--- config.mk ---
export PLATFORM = sky130hd
export DESIGN_NAME = beat_generator
export DESIGN_NICKNAME = d
export VERILOG_FILES = /design/src/rtl/beat_generator.sv
export SDC_FILE = /design/constraint.sdc
export NUM_CORES = 1
export LEC_CHECK = 0
export ABC_AREA = 0
export BUFFER_PORTS_ARGS = -buffer_cell sky130_fd_sc_hd__buf_2
export CAP_MARGIN = 25
export CORE_MARGIN = 5
export CORE_UTILIZATION = 50
export DETAILED_ROUTE_END_ITERATION = 10
export GPL_TIMING_DRIVEN = 0
export PLACE_DENSITY = 0.67
export SKIP_CTS_REPAIR_TIMING = 1
export SYNTH_ARGS = -nofsm -noshare
export SYNTH_HDL_FRONTEND = slang
export SYNTH_SLANG_ARGS = --single-unit
--- constraint.sdc ---
create_clock -name clk -period 12.2 [get_ports clk]
set_input_delay 1.22 -clock clk [delete_from_list [all_inputs] [get_ports clk]]
set_output_delay 1.22 -clock clk [all_outputs]
set_load 0.005 [all_outputs]
--- src/rtl/beat_generator.sv ---
// Metronome beat generator: DDA phase accumulator, registered outputs one clock after inputs, no backpressure.
// Bar counter, beat_index and accent exist only when BEAT_GENERATOR_ACCENT_EN is defined (otherwise tied 0).
module beat_generator #(
  parameter int CLK_HZ        = 50000000,
  parameter int BEATS_PER_BAR = 4,
  parameter int PULSE_CYCLES  = 5000000
) (
  input  logic       clk,
  input  logic       rst,
  input  logic       enable,
  input  logic [7:0] BPM,
  output logic       beat,
  output logic       accent,
  output logic       beat_led,
  output logic [2:0] beat_index
);

  localparam longint unsigned THRESH_L = 64'(CLK_HZ) * 64'd60;
  // Accumulator must hold THRESH-1+255 without wrapping.
  localparam int ACC_W = $clog2(THRESH_L + 64'd256);
  localparam logic [ACC_W-1:0] THRESH = ACC_W'(THRESH_L);
  localparam int LED_W = $clog2(PULSE_CYCLES + 1);
  localparam logic [LED_W-1:0] PULSE_LOAD = LED_W'(PULSE_CYCLES);

  typedef enum logic {IDLE, RUN} state_t;

  state_t             state, state_n;
  logic [ACC_W-1:0]   acc, acc_n, sum;
  logic               beat_n;
  logic [LED_W-1:0]   led_cnt;

  always_ff @(posedge clk) begin
    if (rst) begin
      state <= IDLE;
      acc   <= '0;
      beat  <= 1'b0;
    end else begin
      state <= state_n;
      acc   <= acc_n;
      beat  <= beat_n;
    end
  end

  always_comb begin
    state_n = state;
    acc_n   = acc;
    beat_n  = 1'b0;
    sum     = acc + ACC_W'(BPM);
    case (state)
      IDLE: begin
        if (enable && BPM != 8'd0) begin
          state_n = RUN;
          acc_n   = '0;
          beat_n  = 1'b1;
        end
      end
      RUN: begin
        if (!enable) begin
          state_n = IDLE;
          acc_n   = '0;
        end else if (BPM != 8'd0) begin
          if (sum >= THRESH) begin
            acc_n  = sum - THRESH;
            beat_n = 1'b1;
          end else begin
            acc_n  = sum;
          end
        end
      end
    endcase
  end

  // Every beat reloads the full on-time, so fast tempos keep the LED lit.
  always_ff @(posedge clk) begin
    if (rst) begin
      led_cnt  <= '0;
      beat_led <= 1'b0;
    end else if (beat_n) begin
      led_cnt  <= PULSE_LOAD;
      beat_led <= 1'b1;
    end else if (led_cnt != '0) begin
      led_cnt  <= led_cnt - LED_W'(1);
      beat_led <= (led_cnt > LED_W'(1));
    end else begin
      beat_led <= 1'b0;
    end
  end

`ifdef BEAT_GENERATOR_ACCENT_EN
  localparam logic [2:0] LAST_IDX = 3'(BEATS_PER_BAR - 1);

  // A beat seen while idle or stopping is the bar-start beat, so the index restarts at 0.
  always_ff @(posedge clk) begin
    if (rst) begin
      beat_index <= 3'd0;
      accent     <= 1'b0;
    end else if (state == IDLE || !enable) begin
      beat_index <= 3'd0;
      accent     <= beat_n;
    end else if (beat_n) begin
      beat_index <= (beat_index == LAST_IDX) ? 3'd0 : beat_index + 3'd1;
      accent     <= (beat_index == LAST_IDX);
    end else begin
      accent     <= 1'b0;
    end
  end
`else
  assign beat_index = 3'd0;
  assign accent     = 1'b0;
`endif

endmodule

# After elaboration in Yosys (flattened, before gate mapping)

Index checks and enable logic that the tools add are counted.

Bitwise gates (word level): 1
Magnitude comparators: 2
Multiplexer cells: 16
$add $sub $neg: 3
Equal/unequal tests: 2
Reductions and logical operators: 6

Operators by type and width:

| operator                                                                          | number |
|---|---|
| 32-bit two-way mux                                                                | 4 |
| 32-bit case mux with 2 select lines                                               | 1 |
| 23-bit two-way mux                                                                | 2 |
| 32-bit by 8-bit adder with 32-bit output                                          | 1 |
| 32-bit greater-or-equal comparator (second input constant)                        | 1 |
| 32-bit subtractor (second input constant)                                         | 1 |
| 23-bit by 1-bit greater-than comparator with 1-bit output (second input constant) | 1 |
| 23-bit nonzero test                                                               | 1 |
| 23-bit by 1-bit subtractor with 23-bit output (second input constant)             | 1 |
| 8-bit nonzero test                                                                | 1 |
| 1-bit two-way mux                                                                 | 7 |
| 1-bit case mux with 2 select lines                                                | 2 |
| 3-bit by 2-bit != test with 1-bit output (second input constant)                  | 1 |
| 2-bit != test (second input constant)                                             | 1 |
| 2-bit AND reduction                                                               | 1 |
| 2-bit nonzero test                                                                | 1 |
| 2-bit OR reduction                                                                | 1 |
| 1-bit logical AND                                                                 | 1 |
| 1-bit inverter                                                                    | 1 |

Logic and storage cells: 36
Register bits: 58

# Logic depth before layout (Yosys ltp)

Gate-level depths: netlist (run 1).

Depth after elaboration: 7
Mapped depth: 16
Gate-level depth less buffers: 16

# Least setup slack after synthesis (run 1)

OpenSTA, ideal clock, no wires.

Path kind: in2reg
From: input BPM[0]
To: register acc[25]
Data required time: 12.083 ns
Cell stages on the path: 13
Setup time: 0.117 ns
Setup slack: 7.530 ns
Arrival time: 4.553 ns
Path through: ha_1 > fa_1 > a211oi_1 > o21a_1 > a21oi_2 > xnor2_1 > o311ai_2 > a21oi_2 > or4_4 > a211o_1 > buf_2 > or3_1 > a32o_1

Longest elaborated chain between the ends: 6
Elaborated cells on any way between the ends: 12
Classes of those cells: 2 x add/sub; 1 x order compare; 2 x eq/ne; 4 x mux; 3 x reduce/logical

RTL lines:

| element                                                                 | RTL line | RTL |
|---|---|---|
| from (decl)                                                             | 11       | `input logic [7:0] BPM,` |
| 32-bit by 8-bit adder with 32-bit output                                | 48       | `sum = acc + ACC_W'(BPM);` |
| 32-bit subtractor or 32-bit greater-or-equal comparator (tied branches) | 63, 62   |  |
| 32-bit two-way mux                                                      | 62       | `if (sum >= THRESH) begin` |
| 32-bit two-way mux                                                      | 61       | `end else if (BPM != 8'd0) begin` |
| 32-bit two-way mux                                                      | 58       | `if (!enable) begin` |
| 32-bit case mux with 2 select lines                                     | 49       | `case (state)` |
| to (signal assigned)                                                    | 39       | `acc <= acc_n;` |
| to (decl)                                                               | 28       | `logic [ACC_W-1:0] acc, acc_n, sum;` |

Several ways; a longest one is shown, not always the timed one. The select of a mux whose other input is x is not followed.
A chain may end at the register's enable or synchronous reset.

# Worst setup path in the final report (run 1)

From: input BPM[7]
To: register beat_led

Longest elaborated chain between the ends: 7
Elaborated cells on any way between the ends: 10
Classes of those cells: 1 x add/sub; 1 x order compare; 6 x mux; 2 x reduce/logical

RTL lines:

| element                                  | RTL line | RTL |
|---|---|---|
| 32-bit by 8-bit adder with 32-bit output | 48       |  |
| 32-bit greater-or-equal comparator       | 62       |  |
| 1-bit two-way mux                        | 62       |  |
| 1-bit two-way mux                        | 61       |  |
| 1-bit two-way mux                        | 58       |  |
| 1-bit case mux with 2 select lines *     | 49       |  |
| 1-bit two-way mux *                      | 78       | `end else if (beat_n) begin` |
| to (signal assigned)                     | 83       | `beat_led <= (led_cnt > LED_W'(1));` |
| to (decl)                                | 14       | `output logic beat_led,` |

Every way passes the cells marked *; elsewhere a longest branch is shown, timed or not.

==> results of run 1 <==
through the flow:
step | area [um^2] | std cells | worst slack, ns | total power [mW] | hold WS [ns]
final | 4491 | 658 | 6.982 | 0.4951 | 0.4810
after global routing | 4491 | 658 | 6.684 | 0.5204 | 0.5079
after CTS | 4491 | 658 | 7.055 | 0.4987 | 0.4840
after detailed placement | 4272 | 642 | 6.689 | 0.2964 | 0.4729
after global placement | 4272 | 642 | 6.688 | 0.2944 | 0.4628
after floorplan | 4080 | 525 | 7.530 | 0.2776 | 0.4339
logic make-up (layout without fill, tap and decap cells):
logic type | Yosys count | count (layout) | share of synthesized area (%)
compound gates | 142 | 142 | 24.32
xor+xnor | 56 | 56 | 12.05
fa+ha+maj | 12 | 12 | 3.875
buf+inv | 43 | 71 | 4.582
flops | 58 | 58 | 28.54
mux | 4 | 4 | 1.045
other cells | 1 | 4 | 0.09216
simple gates | 206 | 206 | 25.49
worst max-delay path: stages:
cell and delay, ns:
buf_2 0.11, ha_1 0.27, buf_2 0.18, a21oi_2 0.29, a21oi_1 0.19, a21oi_2 0.30, clkbuf_1 0.46, nor4_1 0.15
o22ai_1 0.35, nor4_1 0.15, o31ai_1 0.46, a211o_1 0.21, buf_2 0.30, a21o_1 0.16, clkbuf_1 0.42, a31oi_1 0.17
sequential cells by signal, summed over array words and instances (netlist names):
| register | flops |
|---|---|
| state | 1 |
| acc | 32 |
| beat_led | 1 |
| led_cnt | 23 |
| beat | 1 |
cells in the final DEF, fill, tap and decap left out, drive strengths merged, types with 8 or more instances in the layout:
cell type  instances
nor4               8
xnor2             40
a211oi            11
or4               10
xor2              16
nor3              27
a21oi             36
o21ai             28
ha                11
inv               15
buf               24
nor2              47
and3              11
nand2             45
a31oi              9
nand3             20
clkbuf            27
nand4              8
dfxtp             58
power by group through the flow:
stage | logic (mW) | clock network [mW] | registers [mW]
finish | 0.0818 | 0.202 | 0.211
global route | 0.0920 | 0.215 | 0.213
CTS | 0.0813 | 0.206 | 0.211
detailed placement | 0.0808 | 0 | 0.216
global placement | 0.0795 | 0 | 0.215
floorplan | 0.0643 | 0 | 0.213
routing by layer:
| metal | GRT usage (%) | share of wire [%] |
|---|---|---|
| met1 | 30.22 | 47 |
| met2 | 33.44 | 44 |
| met3 | 3.614 | 6.4 |
| met4 | 10.47 | 2.9 |
| met5 | 0 | 0 |
worst max path at each step:
stage | to | slack [ns] | cells past startpoint
4_1_cts | beat_led | 7.05 | 16
2_1_floorplan | acc[25] | 7.53 | 13
6_report | beat_led | 6.98 | 16
5_1_grt | beat_led | 6.68 | 16
3_3_place_gp | beat_led | 6.69 | 16
3_5_place_dp | beat_led | 6.69 | 16
area by class of cell:
cell class                 instances  share of cell area, %
buffer                            28                  2.898
tap                              105                  2.926
timing repair buffer              12                  1.337
clock buffer                      11                  3.149
sequential                        58                  25.86
multi-input combinational        424                  60.85
inverter                          15                  1.254
clock inverter                     5                  1.727
==> flow_metrics.tcl, run 1 <==
set metrics [dict create \
    fin_crit_ns 5.218 \
    grt_max_degree 11 \
    power_leakage_nw 1.626 \
    holdPathStages 2 \
    combPwrFrac_pct 16.5 \
    synth_edf_count 0 \
    syn_area_um2 4069 \
    first_global_vias 3675 \
    maxSlewHeadroom_pct 54.14 \
    area_growth_pct 10.36 \
    power.density_nw_per_um2 110.3 \
    slew_violations 0 \
    finalHoldViolCount 0 \
    seqCellArea_um2 1161 \
    clk_latency_ns 0.34 \
    path_max_fanout 10 \
    num_vias 4023 \
    setup_violations 0 \
    critPathLaunch "BPM[7]" \
    n_fill_cell 767 \
    antenna_found_initial 0 \
    drt-total-wl_um 10700 \
    internal_power_mw 0.3556 \
    clock.fmax_mhz 191.6 \
    io_pins 17 \
    pwr-share-seq_pct 42.7 \
    final_core_util_pct 55.77 \
    grt_overflow_total 0 \
    first_pass_iters 5 \
    worstMarginPinSlew_ns 0.6816 \
    synthDistinctLibCells 62 \
    ant_nets 0 \
    yosys-top-cells-count "58 x dfxtp_1, 47 x nor2_1, 45 x nand2_1" \
    multi_input_area_um2 2733 \
    dominantRegCellSynth "dfxtp_1" \
    reg2reg_slack_ns 7.66 \
    cp.arrival_ns 5.41 \
    dieArea_um2 10040 \
    hold_end "acc[27]" \
    rsz0062_at_grt "false" \
    finClkSkew_ns 0.01019 \
    synthCells 522 \
    fp.dieW_um 100.2 \
    setup_tns_ns 0 \
    switching_share_pct 28.17 \
    path_class "input port to flip-flop" \
    wire_per_inst_um 16.26 \
    cts_tree "done" \
    hold_class "flip-flop to flip-flop" \
    cts.sinks 58 \
    drc 0 \
    hold_path_startpoint "acc[27]" \
    yosysSeqAreaShare_pct 28.54 \
    worst_setup_hold_path_clk_slew_ns 0.07 \
    drive_gt1_share_pct 9.765 \
    ctsHtreeMaxLevel 3 \
    syn_avg_cell_area_um2 7.795 \
    yosys.area.top_type "dfxtp_1" \
    period_share_pct 42.77 \
    ys_warn_count 0 \
    row_count 33 \
    synth_top_cell_area_share_pct 28.54 \
    initial_core_util_pct 50.54 \
    synth.most_common_cell "dfxtp_1" \
    critPathLaunchType "input port" \
    fin_nets 571 \
    antenna_cells 0 \
    port-buffer-count 12 \
    dpl.hpwl_um 7714 \
    drt_iter0_markers 282 \
    vias_per_cell 6.114 \
    core-area_um2 8051 \
    peakVddDrop_mv 0.08671 \
    root_buffer "clkbuf_8" \
    die_h_um 100.2 \
    switchingPower_mw 0.1395 \
    r2r_end "acc[17]" \
    gp_congestion 0.9346 \
    netlist_top_cells_area "dfxtp_1 29%, xnor2_1 8.6%, nor2_1 4.3%" \
    clk_path_buf_depth 2 \
    status "finished, final reports clean" \
    power_frac_clock_pct 40.8 \
    numCtsBuffers 9 \
    reg2reg_from "acc[7]" \
    reg2reg_depth 15 \
    grt_first_pass_wirelength_um 17660 \
    ys_ff_latch 58 \
    async_flop_share_pct 0 \
    cp-end-kind "flip-flop" \
    cp.required_ns 12.39 \
    maxCapViolCount 0 \
    track_usage_pct 21.97 \
]
No activity file was read; power rests on OpenSTA's default activity.
==> run 2: changes to the inputs <==
--- a/config.mk
+++ b/config.mk
@@ -12,7 +12,7 @@
 export CORE_UTILIZATION = 50
 export DETAILED_ROUTE_END_ITERATION = 10
 export GPL_TIMING_DRIVEN = 0
-export PLACE_DENSITY = 0.67
+export PLACE_DENSITY = 0.69
 export SKIP_CTS_REPAIR_TIMING = 1
 export SYNTH_ARGS = -nofsm -noshare
 export SYNTH_HDL_FRONTEND = slang
==> constraint.sdc (replaced) <==
create_clock -name clk -period 4.7 [get_ports clk]
set_input_delay 0.47 -clock clk [delete_from_list [all_inputs] [get_ports clk]]
set_output_delay 0.47 -clock clk [all_outputs]
set_load 0.005 [all_outputs]
==> flow_metrics.tcl, run 2 (synthesis gave the netlist of run 1 again) <==
set metrics [dict create \
    critPathLaunchType "flip-flop" \
    power_leakage_nw 1.601 \
    peakVddDrop_mv 0.1923 \
    top_layer_used "met4" \
    grt_overflow_total 0 \
    wire_per_inst_um 16.08 \
    dieArea_um2 10040 \
    fp.dieW_um 100.2 \
    period_share_pct 93.06 \
    first_global_vias 3707 \
    cp_slowest_cell "fa_1" \
    cp.required_ns 4.90 \
    path_max_fanout 10 \
    crit_path_frequent_cell "buf_2" \
    wl_met3_um 508 \
    worstPathCellList "ha_1 -> fa_1 -> a211oi_1 -> o21ai_1 -> o2111a_1 -> buf_2 -> and4_1 -> o22ai_1 -> nor4_2 -> o31ai_2 -> a211o_1 -> buf_2 -> a21o_1 -> clkbuf_1 -> a31oi_1" \
    clk_path_buf_depth 2 \
    n_fill_cell 793 \
    core-area_um2 8051 \
    initial_core_util_pct 50.54 \
    critPathLaunch "acc[0]" \
    drt-total-wl_um 10580 \
    reg_top3 "acc x32, led_cnt x23" \
    final_common_cell "dfxtp_1" \
    vias_per_cell 6.047 \
    port-buffer-count 12 \
    maxSlewHeadroom_pct 54.58 \
    worst_setup_hold_path_clk_slew_ns 0.08 \
    finalHoldViolCount 0 \
    ctsHtreeMaxLevel 3 \
    path_class "flip-flop to flip-flop" \
    holdPathStages 3 \
    hold_end "state" \
    reg2reg_depth 15 \
    first_pass_iters 5 \
    path_delay_family "compound AO/OA/AOI/OAI gates" \
    drive_gt1_share_pct 10.49 \
    hold_class "input port to flip-flop" \
    cp-end-kind "flip-flop" \
    final_cell_mix "58 x dfxtp_1, 47 x nor2_1, 45 x nand2_1" \
    largest_reg_flops 32 \
    die_h_um 100.2 \
    hold_path_startpoint "enable" \
    drc 0 \
    cp.arrival_ns 4.57 \
    setup_violations 0 \
    finClkSkew_ns 0.01059 \
    numCtsBuffers 9 \
    worstMarginPinSlew_ns 0.6765 \
    area_growth_pct 9.717 \
    num_vias 3979 \
    clock.fmax_mhz 228.6 \
    gp_congestion 0.9150 \
    ant_nets 0 \
    reg2reg_slack_ns 0.33 \
    reg2reg_from "acc[0]" \
    row_count 33 \
    dr_wl_met2_um 4691 \
    clk_latency_ns 0.35 \
    grt_first_pass_wirelength_um 17820 \
    antenna_found_initial 0 \
    slew_violations 0 \
    cts.sinks 58 \
    fin_nets 571 \
    r2r_end "beat_led" \
    setup_tns_ns 0 \
    dpl.hpwl_um 7656 \
    wl_met1_um 5089 \
    status "finished, final reports clean" \
    cts_tree "done" \
    top_register "acc" \
    maxCapViolCount 0 \
    place_ws_ns -0.02391 \
    drt_iter0_markers 253 \
    io_pins 17 \
    root_buffer "clkbuf_8" \
    track_usage_pct 21.84 \
    antenna_cells 0 \
    grt_max_degree 12 \
    crit_buf_inv 3 \
    fin_crit_ns 4.374 \
    power.density_nw_per_um2 266.2 \
    slowest_delay_ns 0.43 \
    fin_ws_ns 0.3260 \
]
==> run 2: where the power goes <==
group          switching, mW  leakage, nW  total (mW)  internal [mW]
sequential            0.0277        0.472       0.549          0.521
clock                  0.223       0.0882       0.429          0.205
combinational          0.120         1.04       0.211         0.0903
total                  0.371         1.60        1.19          0.817
==> run 2: final cells by class <==
cell class / instances / area, um^2 / area share (%)
flip-flops and latches: 58 / 1161 / 26.01
plain buffers: 28 / 131.4 / 2.943
inverters: 15 / 56.30 / 1.261
well taps: 105 / 131.4 / 2.943
multi-input cells: 424 / 2744 / 61.46
clock inverters: 6 / 42.54 / 0.9529
repair buffers: 12 / 60.06 / 1.345
clock buffers: 10 / 137.6 / 3.083
==> run 2: worst max-delay path by stage <==
| stage | end | cells after the start |
|---|---|---|
| 6_report | beat_led | 15 |
| 5_1_grt | led_cnt[13] | 15 |
| 4_1_cts | beat_led | 15 |
| 3_3_place_gp | beat_led | 16 |
| 2_1_floorplan | acc[25] | 13 |
| 3_5_place_dp | beat_led | 16 |
==> run 2: worst min-delay path: cells and delay by family <==
kind                   cells  cell delay [ns]
AND/OR/NAND/NOR            1             0.10
buffers and inverters      1             0.12
AO/OA/AOI/OAI              1             0.07
==> run 2: through the flow <==
stage / area (um^2) / utilization, % / power [mW] / hold WS, ns / std cells
2_1_floorplan: 4080 / - / 0.7206 / 0.4339 / 525
3_3_place_gp: 4272 / 53.05 / 0.7631 / 0.4603 / 642
3_5_place_dp: 4272 / 53.05 / 0.7669 / 0.4650 / 642
4_1_cts: 4452 / 55.29 / 1.195 / 0.4550 / 658
5_1_grt: 4464 / 55.45 / 1.252 / 0.4778 / 658
6_report: 4464 / 55.45 / 1.188 / 0.4713 / 658
==> run 2: layer usage <==
layer | vias to the layer above | track usage [%]
li1 | 1966 | -
met1 | 1875 | 29.51
met2 | 112 | 34.51
met3 | 26 | 4.031
met4 | 0 | 8.394
met5 | - | 0
==> run 3: changes to the inputs <==
--- a/config.mk
+++ b/config.mk
@@ -13,6 +13,7 @@
 export DETAILED_ROUTE_END_ITERATION = 10
 export GPL_TIMING_DRIVEN = 0
 export PLACE_DENSITY = 0.69
+export REMOVE_ABC_BUFFERS = 1
 export SKIP_CTS_REPAIR_TIMING = 1
 export SYNTH_ARGS = -nofsm -noshare
 export SYNTH_HDL_FRONTEND = slang
==> flow_metrics.tcl, run 3 (synthesis gave the netlist of run 1 again) <==
set metrics [dict create \
    first_global_vias 3696 \
    critPathLaunchType "flip-flop" \
    worst_setup_hold_path_clk_slew_ns 0.08 \
    cts_tree "done" \
    peakVddDrop_mv 0.2740 \
    antenna_cells 0 \
    row_count 33 \
    cp-end-kind "flip-flop" \
    dieArea_um2 10040 \
    first_pass_iters 5 \
    timing.hold.ws_ns 0.4710 \
    hold_class "flip-flop to flip-flop" \
    grt_first_pass_wirelength_um 16700 \
    multi_input_area_um2 2750 \
    maxSlewHeadroom_pct 39.73 \
    worstPathCellList "ha_1 -> fa_1 -> a211oi_1 -> o21ai_1 -> o2111a_1 -> a31oi_1 -> o22ai_1 -> nor4_1 -> o31ai_1 -> a211o_1 -> or3_1 -> a211oi_1 -> o21bai_1" \
    wire_per_inst_um 15.51 \
    largest_reg_flops 32 \
    num_vias 3897 \
    dpl.hpwl_um 6946 \
    drt-total-wl_um 9865 \
    fp.dieW_um 100.2 \
    path_delay_family "compound AO/OA/AOI/OAI gates" \
    io_pins 17 \
    area_growth_pct 9.779 \
    fin_crit_ns 4.421 \
    cts.sinks 58 \
    antenna_found_initial 0 \
    grt_overflow_total 0 \
    port-buffer-count 12 \
    slowest_delay_ns 0.52 \
    maxCapViolCount 0 \
    seqCellArea_um2 1161 \
    drc 0 \
    final_common_cell "dfxtp_1" \
    root_buffer "clkbuf_8" \
    numCtsBuffers 9 \
    cp_slowest_cell "a211o_1" \
    core-area_um2 8051 \
    n_fill_cell 763 \
    fin_nets 549 \
    path_class "flip-flop to flip-flop" \
    ctsHtreeMaxLevel 3 \
    crit_path_frequent_cell "a211oi_1" \
    setup_tns_ns 0 \
    path_max_fanout 11 \
    cp.required_ns 4.98 \
    worstMarginPinSlew_ns 0.8946 \
    top_register "acc" \
    grt_max_degree 40 \
    reg_top3 "acc x32, led_cnt x23" \
    die_h_um 100.2 \
    status "finished, final reports clean" \
    track_usage_pct 20.40 \
    finalPower_mw 1.350 \
    ant_nets 0 \
    clock.fmax_mhz 226.2 \
    drive_gt1_share_pct 9.416 \
    clk_latency_ns 0.35 \
    setup_violations 0 \
    rsz0062_at_grt "false" \
    finalHoldViolCount 0 \
    gp_congestion 0.9356 \
    clk_path_buf_depth 2 \
    period_share_pct 94.07 \
    slew_violations 0 \
    vias_per_cell 6.127 \
    final_cell_mix "58 x dfxtp_1, 47 x nor2_1, 45 x nand2_1" \
    finClkSkew_ns 0.008179 \
    power_leakage_nw 1.603 \
    power.density_nw_per_um2 302.2 \
    drt_iter0_markers 215 \
    cp.arrival_ns 4.70 \
    crit_buf_inv 0 \
    initial_core_util_pct 50.54 \
]
## run 3: report_power, final
part | internal [mW] | switching [mW] | leakage [nW]
clock | 0.358 | 0.238 | 0.124
sequential | 0.521 | 0.0277 | 0.472
combinational | 0.0879 | 0.118 | 1.01
## run 3: layer usage
| metal | vias to the layer above | part of all wire [%] | track usage [%] |
|---|---|---|---|
| li1 | 1920 | - | - |
| met1 | 1844 | 45 | 25.15 |
| met2 | 109 | 48 | 34.30 |
| met3 | 24 | 4.9 | 3.614 |
| met4 | 0 | 1.9 | 9.741 |
| met5 | - | 0 | 0 |
## run 3: through the flow
| step | cell area, um^2 | cells | setup WS (ns) | utilization (%) |
|---|---|---|---|---|
| after floorplan | 3950 | 497 | 0.6459 | - |
| after global placement | 4141 | 614 | -0.03020 | 51.44 |
| after detailed placement | 4168 | 617 | -0.01844 | 51.76 |
| after CTS | 4417 | 633 | 0.2158 | 54.86 |
| after global routing | 4467 | 636 | 0.03156 | 55.48 |
| final | 4467 | 636 | 0.2786 | 55.48 |
## run 3: area by class of cell
class	count	area share, %
multi-input cells	424	61.57
flip-flops and latches	58	25.99
inverters	15	1.261
clock inverters	7	2.801
repair buffers	18	2.661
clock buffers	9	2.773
well taps	105	2.941
## run 3: path summary, 6_finish.rpt
check	endpoint	slack (ns)	from	cells after the start
worst min register to register	acc[27]	0.47	acc[27]	2
worst max-delay path	acc[13]	0.28	acc[0]	13
worst max register to register	acc[13]	0.28	acc[0]	13
worst min-delay path	acc[27]	0.47	acc[27]	2
## run 3: worst register-to-register path, delay by kind of cell, from the launching register on
kind / cells / cell delay, ns
AOI/OAI and AO/OA: 9 / 2.49
and+or+nand+nor: 2 / 0.90
adders and majority gates: 2 / 0.66
DFF: 1 / 0.32
